`config.mk`:
```
export PLATFORM = sky130hd
export DESIGN_NAME = adder_sum_accumulator_flat
export DESIGN_NICKNAME = d
export VERILOG_FILES = /design/src/rtl/adder_sum_accumulator_pkg.sv /design/src/rtl/adder_sum_accumulator_if.sv /design/src/rtl/adder_sum_accumulator_acc_sat_add.sv /design/src/rtl/adder_sum_accumulator.sv /design/src/flat_wrapper.sv
export SDC_FILE = /design/constraint.sdc
export NUM_CORES = 1
export LEC_CHECK = 0
export ABC_AREA = 1
export BUFFER_PORTS_ARGS = -buffer_cell sky130_fd_sc_hd__buf_2
export CAP_MARGIN = 5
export CORE_MARGIN = 10
export CORE_UTILIZATION = 49
export DETAILED_ROUTE_END_ITERATION = 8
export PLACE_DENSITY = 0.73
export SYNTH_ARGS = -nofsm -noshare
export SYNTH_HDL_FRONTEND = slang
export SYNTH_SLANG_ARGS = --single-unit
```
`constraint.sdc`:
```
create_clock -name clk -period 1.4 [get_ports clk]
set_input_delay 0.07 -clock clk [delete_from_list [all_inputs] [get_ports clk]]
set_output_delay 0.07 -clock clk [all_outputs]
set_load 0.05 [all_outputs]
```
`src/rtl/adder_sum_accumulator_pkg.sv`:
```
// adder_sum_accumulator_pkg
//   Shared constants for the adder stage and its downstream sum accumulator:
//   default operand/accumulator/count widths and the accumulator FSM state
//   encodings.
//   Optional feature macro used by the accumulator datapath: SATURATE_EN.
package adder_sum_accumulator_pkg;

  // Adder operand width; the adder stage emits NBIT+1-bit sums.
  localparam int NBIT_DEF  = 8;
  // Accumulator width; must be at least NBIT+1.
  localparam int ACC_W_DEF = 16;
  // Beat-count field width; the longest job is 2^CNT_W-1 sums.
  localparam int CNT_W_DEF = 4;

  typedef logic [1:0] state_t;

  localparam state_t ST_IDLE  = 2'd0;
  localparam state_t ST_ACCUM = 2'd1;
  localparam state_t ST_DONE  = 2'd2;

endpackage

```
`src/rtl/adder_sum_accumulator_if.sv`:
```
// adder_sum_accumulator_if
//   Bundles the job request, the sum-input valid/ready channel and the
//   total-output valid/ready channel of the sum accumulator.
//   master : job/stream producer and result consumer
//            (drives start, len, s_in, s_valid, out_ready)
//   slave  : the accumulator
//            (drives s_ready, acc_out, out_valid, busy, ovf)
//   Optional feature macro affecting the slave: SATURATE_EN (no effect here).
interface adder_sum_accumulator_if
  import adder_sum_accumulator_pkg::*;
#(
  parameter int NBIT  = NBIT_DEF,
  parameter int ACC_W = ACC_W_DEF,
  parameter int CNT_W = CNT_W_DEF
);

  logic             start;
  logic [CNT_W-1:0] len;
  logic [NBIT:0]    s_in;
  logic             s_valid;
  logic             s_ready;
  logic [ACC_W-1:0] acc_out;
  logic             out_valid;
  logic             out_ready;
  logic             busy;
  logic             ovf;

  modport master (
    output start,
    output len,
    output s_in,
    output s_valid,
    input  s_ready,
    input  acc_out,
    input  out_valid,
    output out_ready,
    input  busy,
    input  ovf
  );

  modport slave (
    input  start,
    input  len,
    input  s_in,
    input  s_valid,
    output s_ready,
    output acc_out,
    output out_valid,
    input  out_ready,
    output busy,
    output ovf
  );

endinterface

```
`src/rtl/adder_sum_accumulator_acc_sat_add.sv`:
```
// adder_sum_accumulator_acc_sat_add
//   Combinational accumulate step: acc + addend with carry out.
//   Ports:
//     acc_i    [ACC_W-1:0]  current accumulator value
//     addend_i [ACC_W-1:0]  zero-extended sum from the adder stage
//     sum_o    [ACC_W-1:0]  next accumulator value
//     carry_o               carry out of the ACC_W-bit add
//   Optional feature macro: SATURATE_EN
//     defined   : on carry out, sum_o clamps to all ones
//     undefined : sum_o wraps modulo 2^ACC_W
module adder_sum_accumulator_acc_sat_add #(
  parameter int ACC_W = 16
) (
  input  logic [ACC_W-1:0] acc_i,
  input  logic [ACC_W-1:0] addend_i,
  output logic [ACC_W-1:0] sum_o,
  output logic             carry_o
);

  logic [ACC_W:0] raw_sum;

  always_comb begin
    raw_sum = {1'b0, acc_i} + {1'b0, addend_i};
    carry_o = raw_sum[ACC_W];
`ifdef SATURATE_EN
    // Once clamped, every later non-zero addend carries again, so the
    // accumulator stays pinned at full scale for the rest of the job.
    sum_o = raw_sum[ACC_W] ? '1 : raw_sum[ACC_W-1:0];
`else
    sum_o = raw_sum[ACC_W-1:0];
`endif
  end

endmodule

```
`src/rtl/adder_sum_accumulator.sv`:
```
// adder_sum_accumulator
//   Accepts a programmed number of NBIT+1-bit sums from the adder stage over a
//   valid/ready channel, accumulates them into an ACC_W-bit register and
//   presents the total over a second valid/ready channel.
//   Ports:
//     clk   system clock, rising edge
//     rst   asynchronous active-high reset
//     bus   adder_sum_accumulator_if.slave
//           start/len   job request, sampled only in IDLE
//           s_in/s_valid/s_ready      sum input channel
//           acc_out/out_valid/out_ready total output channel
//           busy        high in ACCUM or DONE
//           ovf         sticky per-job carry-out flag
//   Optional feature macro: SATURATE_EN (clamp instead of wrap on overflow,
//   implemented in adder_sum_accumulator_acc_sat_add).
//
//   state    | meaning
//   ---------+-----------------------------------------------------------
//   ST_IDLE  | waiting for start; s_ready low
//   ST_ACCUM | taking sums; count_q holds beats still to come
//   ST_DONE  | out_valid high, acc_out held until out_ready
module adder_sum_accumulator
  import adder_sum_accumulator_pkg::*;
#(
  parameter int NBIT  = NBIT_DEF,
  parameter int ACC_W = ACC_W_DEF,
  parameter int CNT_W = CNT_W_DEF
) (
  input logic                   clk,
  input logic                   rst,
  adder_sum_accumulator_if.slave bus
);

  if (ACC_W < NBIT + 1) begin : g_bad_width
    $error("ACC_W must be at least NBIT+1");
  end

  state_t           state_q, state_d;
  logic [ACC_W-1:0] acc_q,   acc_d;
  logic [CNT_W-1:0] count_q, count_d;
  logic             ovf_q,   ovf_d;

  logic             beat;
  logic [ACC_W-1:0] addend;
  logic [ACC_W-1:0] add_sum;
  logic             add_carry;

  assign beat   = bus.s_valid && (state_q == ST_ACCUM);
  assign addend = ACC_W'(bus.s_in);

  adder_sum_accumulator_acc_sat_add #(
    .ACC_W (ACC_W)
  ) u_acc_sat_add (
    .acc_i    (acc_q),
    .addend_i (addend),
    .sum_o    (add_sum),
    .carry_o  (add_carry)
  );

  always_comb begin
    state_d = state_q;
    acc_d   = acc_q;
    count_d = count_q;
    ovf_d   = ovf_q;
    case (state_q)
      ST_IDLE: begin
        if (bus.start) begin
          acc_d = '0;
          ovf_d = 1'b0;
          if (bus.len != '0) begin
            count_d = bus.len;
            state_d = ST_ACCUM;
          end else begin
            count_d = '0;
            state_d = ST_DONE;
          end
        end
      end
      ST_ACCUM: begin
        if (beat) begin
          acc_d   = add_sum;
          ovf_d   = ovf_q | add_carry;
          count_d = count_q - CNT_W'(1);
          if (count_q == CNT_W'(1)) begin
            state_d = ST_DONE;
          end
        end
      end
      ST_DONE: begin
        // A simultaneous start is dropped; the next job needs a fresh IDLE cycle.
        if (bus.out_ready) begin
          state_d = ST_IDLE;
        end
      end
      default: begin
        state_d = ST_IDLE;
      end
    endcase
  end

  always_ff @(posedge clk or posedge rst) begin
    if (rst) begin
      state_q <= ST_IDLE;
      acc_q   <= '0;
      count_q <= '0;
      ovf_q   <= 1'b0;
    end else begin
      state_q <= state_d;
      acc_q   <= acc_d;
      count_q <= count_d;
      ovf_q   <= ovf_d;
    end
  end

  assign bus.s_ready   = (state_q == ST_ACCUM);
  assign bus.out_valid = (state_q == ST_DONE);
  assign bus.busy      = (state_q == ST_ACCUM) || (state_q == ST_DONE);
  assign bus.acc_out   = acc_q;
  assign bus.ovf       = ovf_q;

endmodule

```
`src/flat_wrapper.sv`:
```
// flat-port wrapper written by rule: the top's interface ports become plain ports
module adder_sum_accumulator_flat import adder_sum_accumulator_pkg::*;
#(
  parameter int NBIT  = NBIT_DEF,
  parameter int ACC_W = ACC_W_DEF,
  parameter int CNT_W = CNT_W_DEF
)
  (clk, rst, bus_start, bus_len, bus_s_in, bus_s_valid, bus_s_ready, bus_acc_out, bus_out_valid, bus_out_ready, bus_busy, bus_ovf);
  adder_sum_accumulator_if #(.NBIT(NBIT), .ACC_W(ACC_W), .CNT_W(CNT_W)) bus_i ();
  input logic clk;
  input logic rst;
  input wire logic [$bits(bus_i.start)-1:0] bus_start;
  input wire logic [$bits(bus_i.len)-1:0] bus_len;
  input wire logic [$bits(bus_i.s_in)-1:0] bus_s_in;
  input wire logic [$bits(bus_i.s_valid)-1:0] bus_s_valid;
  output wire logic [$bits(bus_i.s_ready)-1:0] bus_s_ready;
  output wire logic [$bits(bus_i.acc_out)-1:0] bus_acc_out;
  output wire logic [$bits(bus_i.out_valid)-1:0] bus_out_valid;
  input wire logic [$bits(bus_i.out_ready)-1:0] bus_out_ready;
  output wire logic [$bits(bus_i.busy)-1:0] bus_busy;
  output wire logic [$bits(bus_i.ovf)-1:0] bus_ovf;
  assign bus_i.start = bus_start;
  assign bus_i.len = bus_len;
  assign bus_i.s_in = bus_s_in;
  assign bus_i.s_valid = bus_s_valid;
  assign bus_s_ready = bus_i.s_ready;
  assign bus_acc_out = bus_i.acc_out;
  assign bus_out_valid = bus_i.out_valid;
  assign bus_i.out_ready = bus_out_ready;
  assign bus_busy = bus_i.busy;
  assign bus_ovf = bus_i.ovf;
  adder_sum_accumulator #(.NBIT(NBIT), .ACC_W(ACC_W), .CNT_W(CNT_W)) u_core (.clk(clk), .rst(rst), .bus(bus_i));
endmodule
```
==> run_summary.xml <==
<?xml version="1.0" encoding="UTF-8"?>
<metrics>
  <group name="status">
    <metric name="outcome" unit="">complete, but fails checks</metric>
    <metric name="violations_in_the_final_reports" unit="">negative setup slack</metric>
  </group>
  <group name="min_path">
    <metric name="min_from" unit="">bus_len[2]</metric>
    <metric name="hold_path_end" unit="">u_core.count_q[2]</metric>
    <metric name="min_path_type" unit="">input pin to register</metric>
    <metric name="worstHoldPathCells" unit="">3</metric>
  </group>
  <group name="place">
    <metric name="place_congestion" unit="">0.883</metric>
    <metric name="dp_cells" unit="">366</metric>
    <metric name="place.detailed.hpwl" unit="um">3550</metric>
    <metric name="portBuffers" unit="">37</metric>
  </group>
  <group name="drt">
    <metric name="route.detailed.vias_per_inst" unit="">5.24</metric>
    <metric name="finalWirelength" unit="um">5680</metric>
    <metric name="via_count" unit="">1987</metric>
    <metric name="drt-wirelength-per-cell" unit="um">15.0</metric>
    <metric name="final_antenna_net_count" unit="">0</metric>
    <metric name="drcViolationCount" unit="">0</metric>
    <metric name="dr.first_iter.drc_count" unit="">123</metric>
    <metric name="drt_pre_antenna_iters" unit="">4</metric>
  </group>
  <group name="sta">
    <metric name="timing.final.max_slew_violations" unit="">0</metric>
    <metric name="finalHoldViolations" unit="">0</metric>
    <metric name="timing_worst_slew_pin_value" unit="ps">331</metric>
    <metric name="final_cycle_utilization_of_the_critical_path" unit="%">115</metric>
    <metric name="layout_setup_ws" unit="ps">-205</metric>
    <metric name="finClkSkew" unit="ps">15.0</metric>
    <metric name="setup_viol" unit="">24</metric>
    <metric name="grt_setup_unrepaired" unit="">yes</metric>
    <metric name="max-slew-margin-rel" unit="%">77.9</metric>
    <metric name="period_minus_slack" unit="ps">1600</metric>
    <metric name="fmax" unit="MHz">623</metric>
  </group>
  <group name="synth">
    <metric name="yosys.area.top_type" unit="">sky130_fd_sc_hd__dfrtp_1</metric>
    <metric name="synth.mux.area_fraction" unit="%">0</metric>
    <metric name="netlist_top_cells_area" unit="">sky130_fd_sc_hd__dfrtp_1, sky130_fd_sc_hd__nand2_1, sky130_fd_sc_hd__ha_1, sky130_fd_sc_hd__inv_1, sky130_fd_sc_hd__nor2_1</metric>
    <metric name="synth_top_cell_area_share" unit="%">33.3</metric>
    <metric name="synth_top_family_by_area" unit="">simple AND/OR/NAND/NOR gates</metric>
    <metric name="syn-instance-count" unit="">249</metric>
    <metric name="syn_nets" unit="">282</metric>
    <metric name="synthesized_area_fraction_occupied_by_ao_oa_aoi_and_oai_cells" unit="%">11.4</metric>
    <metric name="post_synth_and_or_nand_nor_area_fraction" unit="%">33.4</metric>
    <metric name="synthAdderAreaFrac" unit="%">11.3</metric>
    <metric name="syn_area" unit="um2">1730</metric>
    <metric name="ys.warnings.count" unit="">0</metric>
    <metric name="post_synthesis_mean_instance_area" unit="um2">6.95</metric>
    <metric name="synth.yosys.seq_area_share" unit="%">33.3</metric>
    <metric name="yosys_register_bits" unit="">23</metric>
    <metric name="yosys.area_share.xor_xnor" unit="%">1.01</metric>
    <metric name="post_synth_num_cell_types" unit="">28</metric>
  </group>
  <group name="global_route">
    <metric name="grt_pass1_vias" unit="">1981</metric>
    <metric name="grt_max_degree" unit="">24</metric>
    <metric name="routing_layer_with_the_top_usage_in_global_route" unit="">met2</metric>
    <metric name="grt_antenna_before_repair" unit="">0</metric>
    <metric name="grt_util_met3" unit="%">3.60</metric>
    <metric name="groute.layer.met2.usage" unit="%">29.7</metric>
    <metric name="global_route_wire_length_before_repair" unit="um">8380</metric>
    <metric name="gr-usage-met1" unit="%">17.4</metric>
    <metric name="globalRoute.totalOverflow" unit="">0</metric>
    <metric name="grt_usage" unit="%">16.0</metric>
  </group>
  <group name="clock_tree">
    <metric name="worst_skew_pair.late_latency" unit="ps">320</metric>
    <metric name="cts_buffers" unit="">3</metric>
    <metric name="clk_path_buf_depth" unit="">2</metric>
    <metric name="clock_tree_from_tritoncts" unit="">built</metric>
    <metric name="reg_clk_slew_reported_paths" unit="ps">150</metric>
    <metric name="htreeDepth" unit="">1</metric>
    <metric name="clk_sink_count" unit="">23</metric>
    <metric name="ctsRootBufferMaster" unit="">sky130_fd_sc_hd__clkbuf_4</metric>
  </group>
  <group name="final_layout">
    <metric name="final_core_occ" unit="%">85.8</metric>
    <metric name="insertedDiodeCount" unit="">0</metric>
    <metric name="finish.net_count" unit="">367</metric>
    <metric name="final_layout_size_suffix_gt1_share" unit="%">54.4</metric>
    <metric name="syn_to_final_growth" unit="%">66.8</metric>
    <metric name="layout.cells.non_filler" unit="">379</metric>
  </group>
  <group name="power">
    <metric name="pwr_density_cell" unit="nW/um2">2070</metric>
    <metric name="p_leak" unit="nW">1.44</metric>
    <metric name="maximum_vdd_drop" unit="mV">1.77</metric>
  </group>
  <group name="critical_path">
    <metric name="timing.critical_path.from_type" unit="">register</metric>
    <metric name="path_max_fanout" unit="">6</metric>
    <metric name="critical_path.endpoint_type" unit="">register</metric>
    <metric name="critPathRequiredTime" unit="ps">1630</metric>
    <metric name="reg2reg_to" unit="">u_core.bus.acc_out[9]</metric>
    <metric name="path_class" unit="">register to register</metric>
    <metric name="crit_path_max_incr_delay" unit="ps">440</metric>
    <metric name="timing.critical_path.max_delay_family" unit="">simple AND/OR/NAND/NOR gates</metric>
    <metric name="crit_path_slowest_cell" unit="">sky130_fd_sc_hd__dfrtp_1</metric>
    <metric name="cell_by_cell_trace_of_the_critical_path" unit="">buf_6 &gt; ha_4 &gt; nand2_4 &gt; nand3_4 &gt; inv_4 &gt; buf_6 &gt; nand2_2 &gt; nor2_1 &gt; nor2_1</metric>
    <metric name="worstReg2RegStart" unit="">u_core.state_q[0]</metric>
    <metric name="reg2regPathDepth" unit="">9</metric>
    <metric name="reg2reg_slack" unit="ps">-200</metric>
    <metric name="crit_buf_inv" unit="">3</metric>
    <metric name="cp.arrival" unit="ps">1840</metric>
  </group>
  <group name="die">
    <metric name="fp.dieArea" unit="um2">6310</metric>
    <metric name="floorplan.die.height" unit="um">79.4</metric>
    <metric name="rows" unit="">21</metric>
    <metric name="effective_utilization_at_floorplan" unit="%">51.5</metric>
    <metric name="die_width" unit="um">79.4</metric>
    <metric name="core-area" unit="um2">3360</metric>
    <metric name="ios" unit="">38</metric>
  </group>
  <group name="job">
    <metric name="drv_cap" unit="">0</metric>
  </group>
</metrics>
[synthesized netlist by cell type]
cell	instances
sky130_fd_sc_hd__a21oi_2	1
sky130_fd_sc_hd__inv_2	1
sky130_fd_sc_hd__a22o_1	1
sky130_fd_sc_hd__a21boi_0	1
sky130_fd_sc_hd__nor3_1	1
sky130_fd_sc_hd__nor3_4	1
sky130_fd_sc_hd__ha_1	14
sky130_fd_sc_hd__nor2_1	30
sky130_fd_sc_hd__or2_2	1
sky130_fd_sc_hd__nand2_2	2
sky130_fd_sc_hd__nand3_1	18
sky130_fd_sc_hd__o21ai_0	15
sky130_fd_sc_hd__xor2_1	2
sky130_fd_sc_hd__inv_1	36
sky130_fd_sc_hd__nor3b_1	1
sky130_fd_sc_hd__dfrtp_1	23
sky130_fd_sc_hd__o211ai_1	2
sky130_fd_sc_hd__inv_4	1
sky130_fd_sc_hd__nor2_4	1
sky130_fd_sc_hd__nand3_4	1
sky130_fd_sc_hd__o22ai_1	2
sky130_fd_sc_hd__nand2_1	77
sky130_fd_sc_hd__a21oi_1	11
sky130_fd_sc_hd__a31oi_1	1
sky130_fd_sc_hd__fa_1	1
sky130_fd_sc_hd__nand3_2	1
sky130_fd_sc_hd__o31ai_1	1
sky130_fd_sc_hd__buf_6	2
[metrics by stage]
step / hold slack, ps / setup WS (ps) / cell area [um2] / TNS (ps) / power, mW
3_3_place_gp: 129 / -162 / 2430 / -1540 / 4.41
2_1_floorplan: 71.3 / -285 / 1930 / -2790 / 3.35
3_5_place_dp: 138 / -192 / 2430 / -2140 / 4.46
4_1_cts: 27.2 / -175 / 2720 / -1670 / 5.38
5_1_grt: 26.1 / -305 / 2890 / -4770 / 6.35
6_report: 33.8 / -205 / 2890 / -2790 / 5.98
[timing repair]
item	in CTS	in global routing
pin swaps	29	16
setup buffers	4	3
endpoints found under the setup margin	23	26
gates resized for setup	65	43
gates cloned	1	0
hold endpoints to repair	23	0
hold buffers	1	0
[logic make-up (layout without fill, tap and decap cells)]
group                      Yosys count  after routing
AOI/OAI and AO/OA                   35             35
DFF                                 23             23
and+or+nand+nor                    134            134
buffers and inverters               40            124
xor gates and xnor gates             2              2
adders and majority gates           15             15
[layout by cell type, fill, tap and decap left out, types with 3 or more instances in the layout]
| cell type | n |
|---|---|
| sky130_fd_sc_hd__nand2_1 | 52 |
| sky130_fd_sc_hd__buf_2 | 34 |
| sky130_fd_sc_hd__buf_4 | 30 |
| sky130_fd_sc_hd__inv_1 | 29 |
| sky130_fd_sc_hd__nor2_1 | 22 |
| sky130_fd_sc_hd__nand2_2 | 21 |
| sky130_fd_sc_hd__buf_6 | 14 |
| sky130_fd_sc_hd__dfrtp_1 | 14 |
| sky130_fd_sc_hd__ha_4 | 12 |
| sky130_fd_sc_hd__o21ai_1 | 9 |
| sky130_fd_sc_hd__nand3_1 | 9 |
| sky130_fd_sc_hd__dfrtp_2 | 9 |
| sky130_fd_sc_hd__a21oi_2 | 7 |
| sky130_fd_sc_hd__nand2_4 | 6 |
| sky130_fd_sc_hd__nand3_4 | 6 |
| sky130_fd_sc_hd__nor2_2 | 5 |
| sky130_fd_sc_hd__inv_2 | 5 |
| sky130_fd_sc_hd__a21oi_1 | 5 |
| sky130_fd_sc_hd__nand3_2 | 5 |
| sky130_fd_sc_hd__nor2_4 | 4 |
| sky130_fd_sc_hd__clkbuf_4 | 4 |
| sky130_fd_sc_hd__inv_4 | 3 |
| sky130_fd_sc_hd__o21ai_2 | 3 |
[final cells by class]
class	instances	area (um2)
multi-input cells	186	1450
repair buffers	82	606
flip-flops and latches	23	587
fillers	200	477
inverters	38	158
well taps	46	57.6
clock buffers	4	26.3
[state kept, by name (all words and copies together), names as in the netlist]
| register | flops |
|---|---|
| u_core.bus.acc_out | 16 |
| u_core.count_q | 4 |
| u_core.state_q | 2 |
| u_core.bus.ovf | 1 |
[worst reg2reg max path, stage by stage (launching register included)]
cell                      delay [ps]
sky130_fd_sc_hd__dfrtp_1         440
sky130_fd_sc_hd__buf_6           140
sky130_fd_sc_hd__ha_4            180
sky130_fd_sc_hd__nand2_4          90
sky130_fd_sc_hd__nand3_4         170
sky130_fd_sc_hd__inv_4           130
sky130_fd_sc_hd__buf_6           130
sky130_fd_sc_hd__nand2_2          60
sky130_fd_sc_hd__nor2_1          140
sky130_fd_sc_hd__nor2_1           70
[per-layer routing]
metal | vias to the layer above | share of wire, %
met4 | 0 | 1.6
met5 | - | 0
met3 | 8 | 4.5
li1 | 965 | -
met1 | 962 | 41
met2 | 52 | 53
[report_power, final]
part / internal (mW) / switching [mW] / leakage (nW)
sequential: 0.873 / 0.142 / 0.291
clock: 0.111 / 0.225 / 0.0150
combinational: 1.94 / 2.69 / 1.13
total: 2.92 / 3.06 / 1.44
[how the worst max path moves through the flow]
stage	from	endpoint	slack (ps)	cells after the start
after global placement	u_core.bus.acc_out[0]	u_core.bus.acc_out[4]	-160	9
after global routing	u_core.state_q[0]	u_core.bus.acc_out[12]	-300	10
after CTS	u_core.bus.acc_out[0]	u_core.bus.acc_out[4]	-170	9
after floorplan	u_core.bus.acc_out[0]	u_core.bus.acc_out[8]	-280	11
final	u_core.state_q[0]	u_core.bus.acc_out[9]	-200	9
after detailed placement	u_core.bus.acc_out[0]	u_core.bus.acc_out[4]	-190	9
Note: power is estimated with default switching activity, not from simulation.
